$ cat config.mk
export PLATFORM = sky130hd
export DESIGN_NAME = ksa_shuffle_param
export DESIGN_NICKNAME = d
export VERILOG_FILES = /design/src/rtl/ksa_shuffle_param.sv
export SDC_FILE = /design/constraint.sdc
export NUM_CORES = 1
export LEC_CHECK = 0
export ABC_CLOCK_PERIOD_IN_PS = 5210
export BUFFER_PORTS_ARGS = -buffer_cell sky130_fd_sc_hd__buf_2
export CAP_MARGIN = 30
export CORE_ASPECT_RATIO = 1.5
export CORE_MARGIN = 8
export CORE_UTILIZATION = 50
export CTS_CLUSTER_SIZE = 12
export DETAILED_ROUTE_END_ITERATION = 10
export PLACE_DENSITY = 0.78
export SYNTH_ARGS = -nofsm -noshare
export SYNTH_HDL_FRONTEND = slang
export SYNTH_SLANG_ARGS = --single-unit
$ cat constraint.sdc
create_clock -name clk -period 5.21 [get_ports clk]
set_input_delay 1.042 -clock clk [delete_from_list [all_inputs] [get_ports clk]]
set_output_delay 1.042 -clock clk [all_outputs]
set_load 0.005 [all_outputs]
$ cat src/rtl/ksa_shuffle_param.sv
// ksa_shuffle_param: RC4 key-scheduling swap loop over a 2^ADDR_WIDTH single-port S RAM.
// Define KSA_INIT_PHASE_EN to write S[n]=n before the shuffle starts.
module ksa_shuffle_param #(
    parameter int ADDR_WIDTH = 8,
    parameter int KEY_BYTES  = 3,
    parameter int RD_LATENCY = 1
) (
    input  logic                   clk,
    input  logic                   rst,
    input  logic                   start,
    input  logic [KEY_BYTES*8-1:0] secret,
    input  logic [4:0]             key_len,
    output logic [ADDR_WIDTH-1:0]  address,
    output logic [ADDR_WIDTH-1:0]  data,
    output logic                   wren,
    input  logic [ADDR_WIDTH-1:0]  q,
    output logic                   busy,
    output logic                   finish
);
    localparam int KW = KEY_BYTES > 1 ? $clog2(KEY_BYTES) : 1;
    localparam logic [ADDR_WIDTH-1:0] LAST = '1;
    localparam logic [1:0] WMAX = 2'(RD_LATENCY - 1);

    typedef enum logic [2:0] {IDLE, INIT, RD_I, CALC_J, RD_J, WR_J, WR_I, DONE} state_t;

    state_t state, state_n;
    logic [ADDR_WIDTH-1:0] i, i_n, j, j_n, si, si_n, address_n, data_n;
    logic [ADDR_WIDTH-1:0] kb [KEY_BYTES];
    logic [ADDR_WIDTH-1:0] kb_n [KEY_BYTES];
    logic [KW-1:0] kidx, kidx_n, len_m1, len_m1_n;
    logic [1:0] wcnt, wcnt_n;
    logic wren_n, busy_n, finish_n;

    // Every output is computed one cycle ahead and registered; q is consumed on the exit edge of CALC_J / WR_J.
    always_comb begin
        state_n = state;
        i_n = i;
        j_n = j;
        kidx_n = kidx;
        len_m1_n = len_m1;
        si_n = si;
        wcnt_n = wcnt;
        address_n = address;
        data_n = data;
        wren_n = 1'b0;
        busy_n = busy;
        finish_n = finish;
        for (int k = 0; k < KEY_BYTES; k++) kb_n[k] = kb[k];
        case (state)
            IDLE, DONE: begin
                if (start) begin
                    for (int k = 0; k < KEY_BYTES; k++) kb_n[k] = secret[(KEY_BYTES-1-k)*8 +: ADDR_WIDTH];
                    len_m1_n = (key_len == 5'd0 || key_len > 5'(KEY_BYTES)) ? KW'(KEY_BYTES - 1) : KW'(key_len - 5'd1);
                    i_n = '0;
                    j_n = '0;
                    kidx_n = '0;
                    wcnt_n = '0;
                    address_n = '0;
                    busy_n = 1'b1;
                    finish_n = 1'b0;
`ifdef KSA_INIT_PHASE_EN
                    data_n = '0;
                    wren_n = 1'b1;
                    state_n = INIT;
`else
                    state_n = RD_I;
`endif
                end
            end
`ifdef KSA_INIT_PHASE_EN
            INIT: begin
                i_n = (i == LAST) ? '0 : i + 1'b1;
                address_n = (i == LAST) ? '0 : i + 1'b1;
                data_n = i + 1'b1;
                wren_n = (i != LAST);
                state_n = (i == LAST) ? RD_I : INIT;
            end
`endif
            RD_I: begin
                wcnt_n = (wcnt == WMAX) ? '0 : wcnt + 1'b1;
                state_n = (wcnt == WMAX) ? CALC_J : RD_I;
            end
            CALC_J: begin
                si_n = q;
                j_n = j + q + kb[kidx];
                address_n = j + q + kb[kidx];
                state_n = RD_J;
            end
            RD_J: begin
                wcnt_n = (wcnt == WMAX) ? '0 : wcnt + 1'b1;
                state_n = (wcnt == WMAX) ? WR_J : RD_J;
                data_n = (wcnt == WMAX) ? si : data;
                wren_n = (wcnt == WMAX);
            end
            WR_J: begin
                address_n = i;
                data_n = q;
                wren_n = 1'b1;
                state_n = WR_I;
            end
            WR_I: begin
                if (i == LAST) begin
                    busy_n = 1'b0;
                    finish_n = 1'b1;
                    state_n = DONE;
                end else begin
                    i_n = i + 1'b1;
                    address_n = i + 1'b1;
                    kidx_n = (kidx == len_m1) ? '0 : kidx + 1'b1;
                    state_n = RD_I;
                end
            end
            default: state_n = IDLE;
        endcase
    end

    always_ff @(posedge clk) begin
        if (rst) begin
            state <= IDLE;
            i <= '0;
            j <= '0;
            kidx <= '0;
            len_m1 <= '0;
            si <= '0;
            wcnt <= '0;
            address <= '0;
            data <= '0;
            wren <= 1'b0;
            busy <= 1'b0;
            finish <= 1'b0;
        end else begin
            state <= state_n;
            i <= i_n;
            j <= j_n;
            kidx <= kidx_n;
            len_m1 <= len_m1_n;
            si <= si_n;
            wcnt <= wcnt_n;
            address <= address_n;
            data <= data_n;
            wren <= wren_n;
            busy <= busy_n;
            finish <= finish_n;
        end
    end

    always_ff @(posedge clk) begin
        kb <= kb_n;
    end
endmodule
=== Word-level counts from Yosys, hierarchy flattened ===
Cells that the tools add are included.

* Register bits: 76
* Bits of input ports: 40
* Output and inout port bits: 19
* Word-level logic and storage cells: 83

* Add/sub/neg operators: 6
* Magnitude comparators: 2
* Equality and inequality tests: 12
* Multiplexer cells: 29
* Bitwise gates (word level): 1
* Reduce and logical (&&, ||, !) cells: 18

{| class="wikitable"
|+ Operator list
! cell !! count
|-
| $pmux 8 s2 || 3
|-
| $mux 8 || 5
|-
| $pmux 8 s4 || 1
|-
| $pmux 3 s6 || 1
|-
| $add 8x8->8 || 2
|-
| $bmux 8 s2 || 1
|-
| $eq 3x3->1 const B || 4
|-
| $mux 2 || 5
|-
| $reduce_and 3->1 || 3
|-
| $add 8x1->8 const B || 1
|-
| $eq 8x8->1 const B || 1
|-
| $ne 2x2->1 const B || 4
|-
| $pmux 2 s2 || 2
|-
| $reduce_and 2->1 || 4
|-
| $reduce_bool 2->1 || 4
|-
| $eq 3x2->1 const B || 2
|-
| $mux 1 || 6
|-
| $mux 3 || 2
|-
| $pmux 1 s2 || 3
|-
| $gt 5x2->1 const B || 1
|-
| $logic_not 5->1 || 1
|-
| $add 2x1->2 const B || 2
|-
| $reduce_bool 4->1 || 1
|-
| $reduce_or 2->1 || 2
|-
| other kinds (7) || 7
|}

=== Longest topological paths before layout ===
* Depth after elaboration: 6
* Gate-level depth with buffers: 13
* Depth with buffers taken out: 12

=== Worst setup path before layout ===
Ideal clock, no wire load.

* Kind: flip-flop to flip-flop
* From: reg kidx[0]
* To: reg address[7]
* Arrival time: 2.884 ns
* Data required time: 5.077 ns
* Setup slack: 2.194 ns
* Stages on the path, launching flop included: 13
* Path buffers: 1
* Period minus slack after synthesis: 3.016 ns
* Path through: dfxtp_1 > buf_1 > mux2i_1 > o21ai_0 > fa_1 > ha_1 > inv_1 > fa_1 > nor2b_1 > o31ai_1 > and3_1 > mux2i_1 > a211oi_2

* Word-level cells in the longest chain between the ends: 6

{| class="wikitable"
|+ Ends and longest elaborated chain
! item !! RTL line !! RTL
|-
| start: declaration || 30 || <nowiki>logic [KW-1:0] kidx, kidx_n, len_m1, len_m1_n;</nowiki>
|-
| start signal: assignment || 135 || <nowiki>kidx <= kidx_n;</nowiki>
|-
| $not 2->3 (implied by the code) || 86 || <nowiki>address_n = j + q + kb[kidx];</nowiki>
|-
| $bmux 8 s2 || 86 ||
|-
| $mux 8 (implied by the code) (2 in a row) || 86 ||
|-
| $add 8x8->8 || 86 ||
|-
| $pmux 8 s4 || 49 || <nowiki>case (state)</nowiki>
|-
| end signal: assignment || 139 || <nowiki>address <= address_n;</nowiki>
|-
| end: declaration || 13 || <nowiki>output logic [ADDR_WIDTH-1:0] address,</nowiki>
|}

Every way passes these cells. The select of a mux whose other input is x is not followed.
A chain may end at the register's enable or synchronous reset.

=== Final worst setup path ===
Same ends and word-level chain as after synthesis.

==> flow_metrics.py <==
metrics = {
    "synthesis": {
        "yosys.cell_types.count": 59,
        "synth-async-reset-ratio": 0,
        "yosys_warnings": 0,
        "ys.flop_type": "dfxtp_1",
        "netlist_area_sq_mm": 0.003827,
        "synth_seq_area_share": 0.4603,
        "synth-edff-count": 24,
        "syn_avg_cell_area_sq_um": 9.450,
        "synth_cells": 405,
        "synth_nets": 464,
        "ys_seq_elements": 76,
    },
    "setup_path": {
        "critPathCapture": "address[7]",
        "cp-startpoint": "kidx[0]",
        "rr_startpoint": "kidx[0]",
        "crit_fanout": 13,
        "cp-end-kind": "flop",
        "crit_chain": "nor2b_1, nand2_1, o21ai_0, fa_1, ha_1, inv_1, fa_1, nor2b_1, o31ai_1, and3_1, mux2i_1, a211oi_2",
        "worstPathArrival_ns": 3.56,
        "crit_type": "flop to flop",
        "critPathLaunchType": "flop",
        "slowest_delay_ns": 0.73,
        "worstPathRequired_ns": 5.38,
        "cp_slowest_cell": "dfxtp_1",
        "rrSetupSlack_ns": 1.83,
        "reg2reg_to": "address[7]",
        "reg2regPathDepth": 12,
    },
    "placement": {
        "portBuffers": 58,
        "dp_hpwl_um": 6248,
        "post-place-ws_ns": 1.880,
        "gp_congestion": 0.8724,
        "placedInstanceArea_sq_mm": 0.004150,
    },
    "clock_network": {
        "cts.path.max_buffers": 2,
        "cts_sinks": 76,
        "cts_root_buffer": "clkbuf_16",
        "clk_pin_slew_ns": 0.06,
        "cts_setup_buffers": 0,
        "clk_latency_ns": 0.34,
        "cts_tree": "built",
        "cts-htree-levels": 3,
        "numCtsBuffers": 9,
        "cts.repair.resized": 0,
        "cts_hold_buf": 0,
    },
    "grt": {
        "grt-busiest-layer": "met2",
        "grt_pass1_wl_um": 14370,
        "use_met2": 0.2897,
        "grt_max_degree": 53,
        "grt_overflow": 0,
        "grtUsageMet3": 0.04125,
        "grtUsageMet1": 0.1999,
        "track_usage": 0.1704,
        "antenna_found_initial": 0,
        "grt_pass1_vias": 3045,
    },
    "sta": {
        "final_hold_viol_count": 0,
        "rsz0062_at_grt": "false",
        "max_freq_mhz": 295.6,
        "maxSlewViolCount": 0,
        "min_period_over_period": 0.6493,
        "whs_ns": 0.4548,
        "slew_headroom": 0.3482,
        "skew_ns": 0.008262,
        "min_period_ns": 3.383,
        "setup_ws_ns": 1.827,
        "fin_tns_setup_ns": 0,
        "setup_viol": 0,
        "worst_pin_slew_ns": 0.9741,
    },
    "finish": {
        "antenna_cells_inserted": 0,
        "finalInstanceArea_sq_mm": 0.004432,
        "final_nets": 512,
        "area_growth_pct": 15.79,
        "layout-drive-gt1-share": 0.1900,
        "utilization": 0.5897,
    },
    "drt": {
        "vias": 3066,
        "vias_per_cell": 5.475,
        "dr.pass1.iters": 4,
        "drt_iter0_drc": 203,
        "ant_nets": 0,
        "routedWlPerCell_um": 15.27,
        "drc": 0,
        "finalWirelength_um": 8550,
    },
    "power_and_ir_drop": {
        "power_density_mw_per_mm2": 376.0,
        "power.share.switching": 0.3050,
        "combPwrFrac": 0.209,
        "switchingPower_uw": 508.2,
        "clkPwrFrac": 0.351,
        "leakagePower_uw": 0.001687,
        "peakVddDrop_mv": 0.3058,
        "power_frac_seq": 0.440,
        "p_int_uw": 1158,
    },
    "floorplan": {
        "die_h_um": 123.2,
        "io_pins": 59,
        "start_util": 0.5093,
        "die_area_sq_mm": 0.01077,
        "die_x_um": 87.44,
        "num_rows": 39,
        "core_sq_mm": 0.007515,
    },
    "job": {
        "max-cap-violations": 0,
    },
    "status": {
        "status": "complete, no violations",
    },
    "min_path": {
        "hold_path_class": "flop to flop",
    },
}
[critical path: cells and delay by family (launching register included)]
kind / cells / cell delay (ns)
AOI/OAI and AO/OA: 3 / 0.34
adders and majority gates: 3 / 1.10
buffers and inverters: 1 / 0.07
DFF: 1 / 0.73
muxes: 1 / 0.21
and+or+nand+nor: 4 / 0.76
[power groups by stage]
stage / combinational [uW] / sequential [uW] / clock, uW
finish: 348 / 733 / 584
global route: 395 / 742 / 623
detailed placement: 348 / 745 / 0
floorplan: 281 / 717 / 0
global placement: 337 / 743 / 0
CTS: 352 / 732 / 595
[synth_stat cells (all sizes together) (5+ instances only)]
cell / count / area (sq um)
buf: 10 / 57.55
dfxtp: 52 / 1041
nand3: 7 / 40.04
ha: 11 / 137.6
a31oi: 5 / 31.28
a21oi: 34 / 170.2
edfxtp: 24 / 720.7
a311oi: 9 / 78.83
nor3: 9 / 45.04
a221oi: 6 / 76.32
fa: 8 / 160.2
mux2i: 12 / 120.1
inv: 11 / 41.29
nand3b: 5 / 41.29
clkbuf: 12 / 45.04
nor2: 33 / 123.9
nand2: 62 / 232.7
nor2b: 11 / 68.82
o21ai: 28 / 155.2
[cell usage in the layout (no fill, tap or decap), types with 5 or more instances in the layout]
| cell | count |
|---|---|
| a31oi_1 | 5 |
| ha_1 | 11 |
| nor2_1 | 33 |
| buf_2 | 58 |
| nand2_1 | 62 |
| clkbuf_16 | 9 |
| mux2i_1 | 12 |
| inv_6 | 5 |
| a21oi_1 | 34 |
| edfxtp_1 | 24 |
| o21ai_0 | 25 |
| dfxtp_1 | 52 |
| nor3_1 | 9 |
| inv_1 | 11 |
| nand3_1 | 6 |
| nor2b_1 | 11 |
| a311oi_1 | 9 |
| fa_1 | 8 |
[worst min-delay path by stage]
| stage | slack (ns) | endpoint | startpoint | cells past startpoint |
|---|---|---|---|---|
| floorplan | 0.44 | si[0] | si[0] | 2 |
| global placement | 0.44 | si[0] | si[0] | 2 |
| detailed placement | 0.45 | si[7] | si[7] | 2 |
| CTS | 0.46 | si[7] | si[7] | 2 |
| global route | 0.48 | si[7] | si[7] | 2 |
| finish | 0.45 | si[7] | si[7] | 2 |
[stage by stage]
step | std cells | total power [uW]
finish | 560 | 1666
global placement | 544 | 1080
floorplan | 405 | 997.2
CTS | 560 | 1679
detailed placement | 544 | 1093
global route | 560 | 1760
[state kept, by name, indices dropped and copies added (netlist names)]
signal and flops:
kb 24, data 8, wren 1, j 8, wcnt 2, address 8, len_m1 2, finish 1
busy 1, si 8, state 3, i 8, kidx 2
[per-layer routing]
metal | wire length (um) | up-vias | share of wire
li1 | - | 1551 | -
met1 | 3601 | 1423 | 0.42
met2 | 4370 | 76 | 0.51
met3 | 392 | 16 | 0.046
met4 | 186 | 0 | 0.022
met5 | 0 | - | 0
[layout make-up]
| cell class | instances | area (sq um) |
|---|---|---|
| flip-flops and latches | 76 | 1762 |
| repair buffers | 59 | 297.8 |
| well taps | 102 | 127.6 |
| inverters | 11 | 41.29 |
| multi-input cells | 296 | 1922 |
| clock buffers | 9 | 225.2 |
| fillers | 679 | 3083 |
| clock inverters | 7 | 56.30 |
[cell families (layout without fill, tap and decap cells)]
| group | after synthesis | after routing | share of synthesized area |
|---|---|---|---|
| buffers and inverters | 33 | 86 | 0.03759 |
| flip-flops | 76 | 76 | 0.4603 |
| AND/OR/NAND/NOR | 151 | 151 | 0.1870 |
| multiplexers | 12 | 12 | 0.03138 |
| AO/OA/AOI/OAI | 108 | 108 | 0.1922 |
| XOR/XNOR | 6 | 6 | 0.01373 |
| adder cells (fa/ha/maj) | 19 | 19 | 0.07780 |
No activity file was read; power rests on OpenSTA's default activity.
